### src/rtl/alu_types.sv
// Shared types for the RV32I decode stage.
//   alu_op_t      : ALU operation select driven straight into the execute ALU
//   src_a_sel_t   : operand A steering (RS1 / PC / ZERO)
//   src_b_sel_t   : operand B steering (RS2 / IMM / FOUR)
//   inst_class_t  : coarse instruction class for the execute stage
//   OPC_*         : RV32I major opcodes (instr[6:0])
//   decode_t      : one decoded entry, carries every out_* data field
package alu_types;

    localparam int unsigned XLEN_PKG = 32;

    typedef enum logic [3:0] {
        ALU_NOP     = 4'd0,
        ALU_ADD     = 4'd1,
        ALU_SUB     = 4'd2,
        ALU_SLL     = 4'd3,
        ALU_SLT     = 4'd4,
        ALU_SLTU    = 4'd5,
        ALU_XOR     = 4'd6,
        ALU_SRL     = 4'd7,
        ALU_SRA     = 4'd8,
        ALU_OR      = 4'd9,
        ALU_AND     = 4'd10,
        ALU_INVALID = 4'd15
    } alu_op_t;

    typedef enum logic [1:0] {
        SRC_A_RS1  = 2'd0,
        SRC_A_PC   = 2'd1,
        SRC_A_ZERO = 2'd2
    } src_a_sel_t;

    typedef enum logic [1:0] {
        SRC_B_RS2  = 2'd0,
        SRC_B_IMM  = 2'd1,
        SRC_B_FOUR = 2'd2
    } src_b_sel_t;

    typedef enum logic [2:0] {
        CLS_ALU    = 3'd0,
        CLS_LOAD   = 3'd1,
        CLS_STORE  = 3'd2,
        CLS_BRANCH = 3'd3,
        CLS_JUMP   = 3'd4,
        CLS_SYSTEM = 3'd5
    } inst_class_t;

    localparam logic [6:0] OPC_OP       = 7'b0110011;
    localparam logic [6:0] OPC_OP_IMM   = 7'b0010011;
    localparam logic [6:0] OPC_LUI      = 7'b0110111;
    localparam logic [6:0] OPC_AUIPC    = 7'b0010111;
    localparam logic [6:0] OPC_LOAD     = 7'b0000011;
    localparam logic [6:0] OPC_STORE    = 7'b0100011;
    localparam logic [6:0] OPC_BRANCH   = 7'b1100011;
    localparam logic [6:0] OPC_JAL      = 7'b1101111;
    localparam logic [6:0] OPC_JALR     = 7'b1100111;
    localparam logic [6:0] OPC_MISC_MEM = 7'b0001111;
    localparam logic [6:0] OPC_SYSTEM   = 7'b1110011;

    typedef struct packed {
        logic [XLEN_PKG-1:0] pc;
        alu_op_t             alu_op;
        src_a_sel_t          a_sel;
        src_b_sel_t          b_sel;
        logic [XLEN_PKG-1:0] imm;
        logic [4:0]          rs1;
        logic [4:0]          rs2;
        logic [4:0]          rd;
        inst_class_t         cls;
        logic                illegal;
    } decode_t;

    // Register-register funct3 mapping; alt selects SUB/SRA (funct7 bit 5).
    function automatic alu_op_t f3_to_alu(input logic [2:0] f3, input logic alt);
        case (f3)
            3'b000:  return alt ? ALU_SUB : ALU_ADD;
            3'b001:  return ALU_SLL;
            3'b010:  return ALU_SLT;
            3'b011:  return ALU_SLTU;
            3'b100:  return ALU_XOR;
            3'b101:  return alt ? ALU_SRA : ALU_SRL;
            3'b110:  return ALU_OR;
            default: return ALU_AND;
        endcase
    endfunction

endpackage

### src/rtl/decode_skid_buf.sv
// Generic 2-entry skid buffer (EMPTY/ONE/FULL), strictly FIFO.
//   clk, rst       : clock, async active-high reset
//   flush_i        : drop all entries, wins over push and pop
//   push_i, data_i : upstream offer; accepted only while ready_o
//   ready_o        : registered, low only when FULL
//   valid_o, data_o: oldest entry; pop_i consumes it
module decode_skid_buf
    import alu_types::*;
#(
    parameter type T = decode_t
) (
    input  logic clk,
    input  logic rst,
    input  logic flush_i,
    input  logic push_i,
    input  T     data_i,
    output logic ready_o,
    output logic valid_o,
    input  logic pop_i,
    output T     data_o
);

    typedef enum logic [1:0] {EMPTY, ONE, FULL} state_t;

    state_t state_q;
    T       out_q;
    T       skid_q;
    logic   valid_q;
    logic   ready_q;
    logic   push;
    logic   pop;

    assign push    = push_i && ready_q;
    assign pop     = valid_q && pop_i;
    assign ready_o = ready_q;
    assign valid_o = valid_q;
    assign data_o  = out_q;

    always_ff @(posedge clk or posedge rst) begin
        if (rst) begin
            state_q <= EMPTY;
            out_q   <= '0;
            skid_q  <= '0;
            valid_q <= 1'b0;
            ready_q <= 1'b1;
        end else if (flush_i) begin
            state_q <= EMPTY;
            valid_q <= 1'b0;
            ready_q <= 1'b1;
        end else begin
            case (state_q)
                EMPTY: begin
                    if (push) begin
                        out_q   <= data_i;
                        valid_q <= 1'b1;
                        state_q <= ONE;
                    end
                end
                ONE: begin
                    if (push && !pop) begin
                        skid_q  <= data_i;
                        ready_q <= 1'b0;
                        state_q <= FULL;
                    end else if (push) begin
                        out_q <= data_i;
                    end else if (pop) begin
                        valid_q <= 1'b0;
                        state_q <= EMPTY;
                    end
                end
                FULL: begin
                    if (pop) begin
                        out_q   <= skid_q;
                        ready_q <= 1'b1;
                        state_q <= ONE;
                    end
                end
                default: begin
                    valid_q <= 1'b0;
                    ready_q <= 1'b1;
                    state_q <= EMPTY;
                end
            endcase
        end
    end

endmodule

### src/rtl/alu_decode_stage.sv
// RV32I decode stage: turns {pc, instr} into ALU select, operand steering,
// immediate, register indices and class, buffered through a 2-entry skid
// buffer so in_ready is registered and back-to-back transfers are sustained.
//   clk, rst, flush                 : clock, async reset, buffer flush
//   in_valid/in_ready/in_pc/in_instr: fetch side handshake
//   out_valid/out_ready             : execute side handshake
//   out_pc, out_alu_sel, out_a_sel, out_b_sel, out_imm,
//   out_rs1, out_rs2, out_rd, out_class, out_illegal : decoded entry
// XLEN must match alu_types::XLEN_PKG, which sizes decode_t.
module alu_decode_stage
    import alu_types::*;
#(
    parameter int unsigned XLEN               = XLEN_PKG,
    parameter bit          ILLEGAL_AS_INVALID = 1'b1
) (
    input  logic            clk,
    input  logic            rst,
    input  logic            flush,
    input  logic            in_valid,
    output logic            in_ready,
    input  logic [XLEN-1:0] in_pc,
    input  logic [31:0]     in_instr,
    output logic            out_valid,
    input  logic            out_ready,
    output logic [XLEN-1:0] out_pc,
    output logic [3:0]      out_alu_sel,
    output logic [1:0]      out_a_sel,
    output logic [1:0]      out_b_sel,
    output logic [XLEN-1:0] out_imm,
    output logic [4:0]      out_rs1,
    output logic [4:0]      out_rs2,
    output logic [4:0]      out_rd,
    output logic [2:0]      out_class,
    output logic            out_illegal
);

    decode_t            dec;
    decode_t            buf_q;
    logic               bad;
    logic [6:0]         opc;
    logic [2:0]         f3;
    logic [6:0]         f7;
    logic signed [31:0] imm_i, imm_s, imm_b, imm_u, imm_j;

    assign opc   = in_instr[6:0];
    assign f3    = in_instr[14:12];
    assign f7    = in_instr[31:25];
    assign imm_i = {{20{in_instr[31]}}, in_instr[31:20]};
    assign imm_s = {{20{in_instr[31]}}, in_instr[31:25], in_instr[11:7]};
    assign imm_b = {{19{in_instr[31]}}, in_instr[31], in_instr[7], in_instr[30:25], in_instr[11:8], 1'b0};
    assign imm_u = {in_instr[31:12], 12'b0};
    assign imm_j = {{11{in_instr[31]}}, in_instr[31], in_instr[19:12], in_instr[20], in_instr[30:21], 1'b0};

    always_comb begin
        dec        = '0;
        bad        = 1'b0;
        dec.pc     = XLEN_PKG'(in_pc);
        dec.rs1    = in_instr[19:15];
        dec.rs2    = in_instr[24:20];
        dec.rd     = in_instr[11:7];
        dec.alu_op = ALU_ADD;
        dec.a_sel  = SRC_A_RS1;
        dec.b_sel  = SRC_B_RS2;
        dec.cls    = CLS_ALU;
        case (opc)
            OPC_OP: begin
                if (f7 == 7'b0000000)
                    dec.alu_op = f3_to_alu(f3, 1'b0);
                else if (f7 == 7'b0100000 && (f3 == 3'b000 || f3 == 3'b101))
                    dec.alu_op = f3_to_alu(f3, 1'b1);
                else
                    bad = 1'b1;
            end
            OPC_OP_IMM: begin
                dec.b_sel = SRC_B_IMM;
                dec.imm   = XLEN_PKG'(imm_i);
                // funct7 only qualifies the shift forms; elsewhere it is immediate
                if (f3 == 3'b001)
                    bad = (f7 != 7'b0000000);
                if (f3 == 3'b101 && f7 != 7'b0000000 && f7 != 7'b0100000)
                    bad = 1'b1;
                dec.alu_op = f3_to_alu(f3, (f3 == 3'b101) && f7[5]);
            end
            OPC_LUI: begin
                dec.a_sel = SRC_A_ZERO;
                dec.b_sel = SRC_B_IMM;
                dec.imm   = XLEN_PKG'(imm_u);
            end
            OPC_AUIPC: begin
                dec.a_sel = SRC_A_PC;
                dec.b_sel = SRC_B_IMM;
                dec.imm   = XLEN_PKG'(imm_u);
            end
            OPC_LOAD: begin
                dec.b_sel = SRC_B_IMM;
                dec.imm   = XLEN_PKG'(imm_i);
                dec.cls   = CLS_LOAD;
            end
            OPC_STORE: begin
                dec.b_sel = SRC_B_IMM;
                dec.imm   = XLEN_PKG'(imm_s);
                dec.cls   = CLS_STORE;
                dec.rd    = '0;
            end
            OPC_BRANCH: begin
                dec.imm = XLEN_PKG'(imm_b);
                dec.cls = CLS_BRANCH;
                dec.rd  = '0;
                case (f3[2:1])
                    2'b00:   dec.alu_op = ALU_SUB;
                    2'b10:   dec.alu_op = ALU_SLT;
                    2'b11:   dec.alu_op = ALU_SLTU;
                    default: bad = 1'b1;
                endcase
            end
            OPC_JAL: begin
                dec.a_sel = SRC_A_PC;
                dec.b_sel = SRC_B_FOUR;
                dec.imm   = XLEN_PKG'(imm_j);
                dec.cls   = CLS_JUMP;
            end
            OPC_JALR: begin
                dec.a_sel = SRC_A_PC;
                dec.b_sel = SRC_B_FOUR;
                dec.imm   = XLEN_PKG'(imm_i);
                dec.cls   = CLS_JUMP;
                bad       = (f3 != 3'b000);
            end
            OPC_MISC_MEM, OPC_SYSTEM: begin
                dec.alu_op = ALU_NOP;
                dec.imm    = XLEN_PKG'(imm_i);
                dec.cls    = CLS_SYSTEM;
            end
            // all legal opcodes end in 2'b11, so instr[1:0]!=11 lands here too
            default: bad = 1'b1;
        endcase
        if (bad) begin
            dec.alu_op  = ALU_INVALID;
            dec.a_sel   = SRC_A_RS1;
            dec.b_sel   = SRC_B_RS2;
            dec.imm     = '0;
            dec.cls     = CLS_ALU;
            dec.rd      = in_instr[11:7];
            dec.illegal = 1'b1;
        end
    end

    decode_skid_buf #(.T(decode_t)) u_skid (
        .clk     (clk),
        .rst     (rst),
        .flush_i (flush),
        // dropped illegal instructions still complete the input handshake
        .push_i  (in_valid && (!dec.illegal || ILLEGAL_AS_INVALID)),
        .data_i  (dec),
        .ready_o (in_ready),
        .valid_o (out_valid),
        .pop_i   (out_ready),
        .data_o  (buf_q)
    );

    assign out_pc      = XLEN'(buf_q.pc);
    assign out_alu_sel = buf_q.alu_op;
    assign out_a_sel   = buf_q.a_sel;
    assign out_b_sel   = buf_q.b_sel;
    assign out_imm     = XLEN'(buf_q.imm);
    assign out_rs1     = buf_q.rs1;
    assign out_rs2     = buf_q.rs2;
    assign out_rd      = buf_q.rd;
    assign out_class   = buf_q.cls;
    assign out_illegal = buf_q.illegal;

endmodule

### config.mk
export PLATFORM = sky130hd
export DESIGN_NAME = alu_decode_stage
export DESIGN_NICKNAME = d
export VERILOG_FILES = /design/src/rtl/alu_types.sv /design/src/rtl/decode_skid_buf.sv /design/src/rtl/alu_decode_stage.sv
export SDC_FILE = /design/constraint.sdc
export NUM_CORES = 1
export LEC_CHECK = 0
export BUFFER_PORTS_ARGS = -buffer_cell sky130_fd_sc_hd__buf_4
export CAP_MARGIN = 20
export CELL_PAD_IN_SITES_DETAIL_PLACEMENT = 1
export CELL_PAD_IN_SITES_GLOBAL_PLACEMENT = 1
export CORE_MARGIN = 5
export CORE_UTILIZATION = 25
export DETAILED_ROUTE_END_ITERATION = 16
export PLACE_DENSITY = 0.57
export SLEW_MARGIN = 20
export SYNTH_ARGS = -nofsm -noshare
export SYNTH_HDL_FRONTEND = slang
export SYNTH_SLANG_ARGS = --single-unit
### constraint.sdc
create_clock -name clk -period 7.34 [get_ports clk]
set_input_delay 0.367 -clock clk [delete_from_list [all_inputs] [get_ports clk]]
set_output_delay 0.367 -clock clk [all_outputs]
set_load 0.05 [all_outputs]
==> results.md <==
- Dpl hpwl: 19.5 mm
- Post-layout nets: 1192
- Crit path max-delay cell type: nor3_1
- DR vias: 7614
- Antenna diode count: 0
- Layout cells sized above 1: 19.7%
- Hold Crit Class: in -> async
- FMAX: 299 MHz
- Final WL: 30.3 mm
- Pin slew with the least headroom to its limit: 1.02 ns
- Clock Path Buffers: 2
- DRC viols: 0
- Post-Syn Nets: 1085
- Clock Sinks: 186
- Worst EP required: 7.71 ns
- Worst-path clk slew: 0.07 ns
- Average cell area after synthesis: 8.66 µm²
- Port Buf Inserts: 161
- Core Region: 34600 µm²
- Dpl cell area: 10300 µm²
- Global-route usage over all layers: 15.3%
- Final core area utilization: 31.5%
- First-pass GRT wire length: 47.3 mm
- Hold Fails Final Rpt: 0
- TritonCTS Buffers: 17
- Root Buffer: clkbuf_16
- Slew Viols, Final: 0
- Total grt overflow: 0
- Total negative setup slack: 0 ns
- Fin crit share: 45.6%
- Ys Warns: 0
- H-tree depth: 4
- Initial antenna violation count: 0
- Min Clock Period, post-route: 3.35 ns
- Cell Chain, Critical Path: a21boi_1, o31ai_1, nor2b_4, buf_4, nand2_1, nor3_1, a221o_1
- I/O pin cnt: 162
- Commonest non-fill, non-tap cell in the layout: nand2_1
- RSZ-0062 raised after global routing: false
- Slowest cell delay on critical path: 0.71 ns
- Syn-to-layout area delta: 23.8%
- Reg2reg end: u_skid.data_o[28]
- Status: finished clean
- RD Place Congestion: 0.777
- Setup crit end kind: flip-flop
- Leakage: 4.97 nW
- Post-synthesis instance total: 1016
- Worst Setup Slack, final: 3.99 ns
- FF+latch count, synth: 186
- Post-CTS Setup Repair Bufs: 0
- Setup WS pre-CTS: 3.95 ns
- Clock latency on the worst-skew pair: 0.44 ns
- DIE WIDTH: 198 µm
- Initial core utilization: 25.4%
- Avg WL per Cell: 19.0 µm
- Peak VDD IR: 168 µV
- CP Class: reg -> reg
- Origin of the critical flop-to-flop path: u_skid.state_q[0]
- Critical path peak fanout: 73
- Post-synth EDFFs: 0
- Critical path arrival: 3.72 ns
- Maxcap violations: 0
- Hold_buf cts: 0
- Max-slew headroom: 31.9%
- # setup viols final: 0
- Most frequent cells in the layout: nand2_1, dfrtp_1, buf_4
- CP top delay family: simple AND/OR/NAND/NOR gates
- Die span in y: 198 µm
- Standard-cell rows: 68
- First-pass detailed-route iteration total: 4
- 1st-iter DRT viols: 415
- Final Total Pwr: 3.39 mW
- Worst R2R Path Depth: 7
- Clock skew: 0.0102 ns
- Post-route ant nets: 0
- Synth async-reset ratio: 100%
- Library cells used by synthesis: 60
- Layout fillers: 4076
- R2r setup slk: 3.99 ns
- Post-synthesis sequential area ratio: 52.9%
- Post-Synthesis Cell Area: 8800 µm²
- Power density cells: 311 nW/µm²
- Worst path bufs/invs: 1
- Via count of the first global-routing pass: 7977
- CTS tree: yes
- Cts repair resizes: 0
- Via/cell ratio: 4.79
- Largest net degree at the start of global routing: 124
- Die area: 39100 µm²
- Main flop type after synthesis: dfrtp_1
- Final Cell Area: 10900 µm²
- Startpoint Class: flip-flop
[report_power, final]
part           switching (mW)  internal (mW)
logic                   0.741          0.318
clock network           0.427          0.508
registers               0.136           1.26
[state kept, by name, summed over array words and instances, names as in the netlist]
register        cells
u_skid.data_o      91
u_skid.skid_q      91
u_skid.state_q      2
u_skid.ready_o      1
u_skid.valid_o      1
[per-layer routing]
layer | global-route usage (%) | vias up | share of wire [%]
met5 | 0 | - | 0
met4 | 3.26 | 0 | 1.0
met3 | 2.93 | 18 | 4.1
met2 | 25.5 | 139 | 48
met1 | 21.0 | 3747 | 47
li1 | - | 3710 | -
[synthesized netlist by cell type (all sizes together) (2+ instances only)]
cell type | instances | area share, %
a2111oi | 3 | 0.30
a211oi | 5 | 0.43
a21boi | 3 | 0.26
a21o | 4 | 0.34
a21oi | 85 | 4.8
a221o | 6 | 0.68
a221oi | 8 | 0.87
a22oi | 5 | 0.43
a31oi | 46 | 3.3
and2 | 3 | 0.21
and3 | 27 | 1.9
and3b | 2 | 0.20
buf | 19 | 1.3
clkbuf | 64 | 2.7
dfrtp | 185 | 53
inv | 4 | 0.17
nand2 | 298 | 13
nand2b | 10 | 0.71
nand3 | 21 | 1.3
nand3b | 3 | 0.26
nand4bb | 2 | 0.26
nor2 | 85 | 3.6
nor2b | 6 | 0.43
nor3 | 6 | 0.34
nor3b | 2 | 0.17
nor4 | 3 | 0.28
o21ai | 42 | 2.4
o21bai | 2 | 0.17
o22ai | 9 | 1.2
o31a | 2 | 0.20
o31ai | 32 | 2.7
o41ai | 2 | 0.20
or2 | 3 | 0.21
or3b | 2 | 0.20
or4 | 3 | 0.34
xor2 | 2 | 0.20
[per-stage QoR]
stage | std cells | hold WS [ns]
floorplan | 1016 | 0.430
global placement | 1559 | 0.453
detailed placement | 1559 | 0.459
CTS | 1591 | 0.0983
global route | 1591 | 0.0971
finish | 1591 | 0.0201
[how the worst max path moves through the flow]
stage / startpoint / end / slack (ns) / depth (start not counted)
2_1_floorplan: rst / u_skid.data_o[0] / 1.92 / 1
3_3_place_gp: u_skid.state_q[0] / u_skid.data_o[24] / 4.06 / 7
3_5_place_dp: u_skid.state_q[0] / u_skid.data_o[26] / 3.95 / 7
4_1_cts: u_skid.state_q[0] / u_skid.data_o[28] / 3.93 / 7
5_1_grt: u_skid.ready_o / u_skid.data_o[25] / 3.76 / 7
6_report: u_skid.state_q[0] / u_skid.data_o[28] / 3.99 / 7
[final cells by class]
cell class / instances / area [µm²] / area share, %
Sequential cell: 186 / 4660 / 42.7
Tap cell: 455 / 569 / 5.23
Multi-Input combinational cell: 743 / 3800 / 34.9
Clock inverter: 9 / 115 / 1.06
Clock buffer: 23 / 448 / 4.11
Timing Repair Buffer: 171 / 1280 / 11.8
Inverter: 4 / 22.5 / 0.207
[cell families after synthesis]
kind of cell / after synthesis / synth area share (%)
simple gates: 479 / 23.4
compound gates: 261 / 19.2
flops: 186 / 52.9
buf+inv: 87 / 4.19
xor+xnor: 3 / 0.299
(Power assumes the default switching activity.)
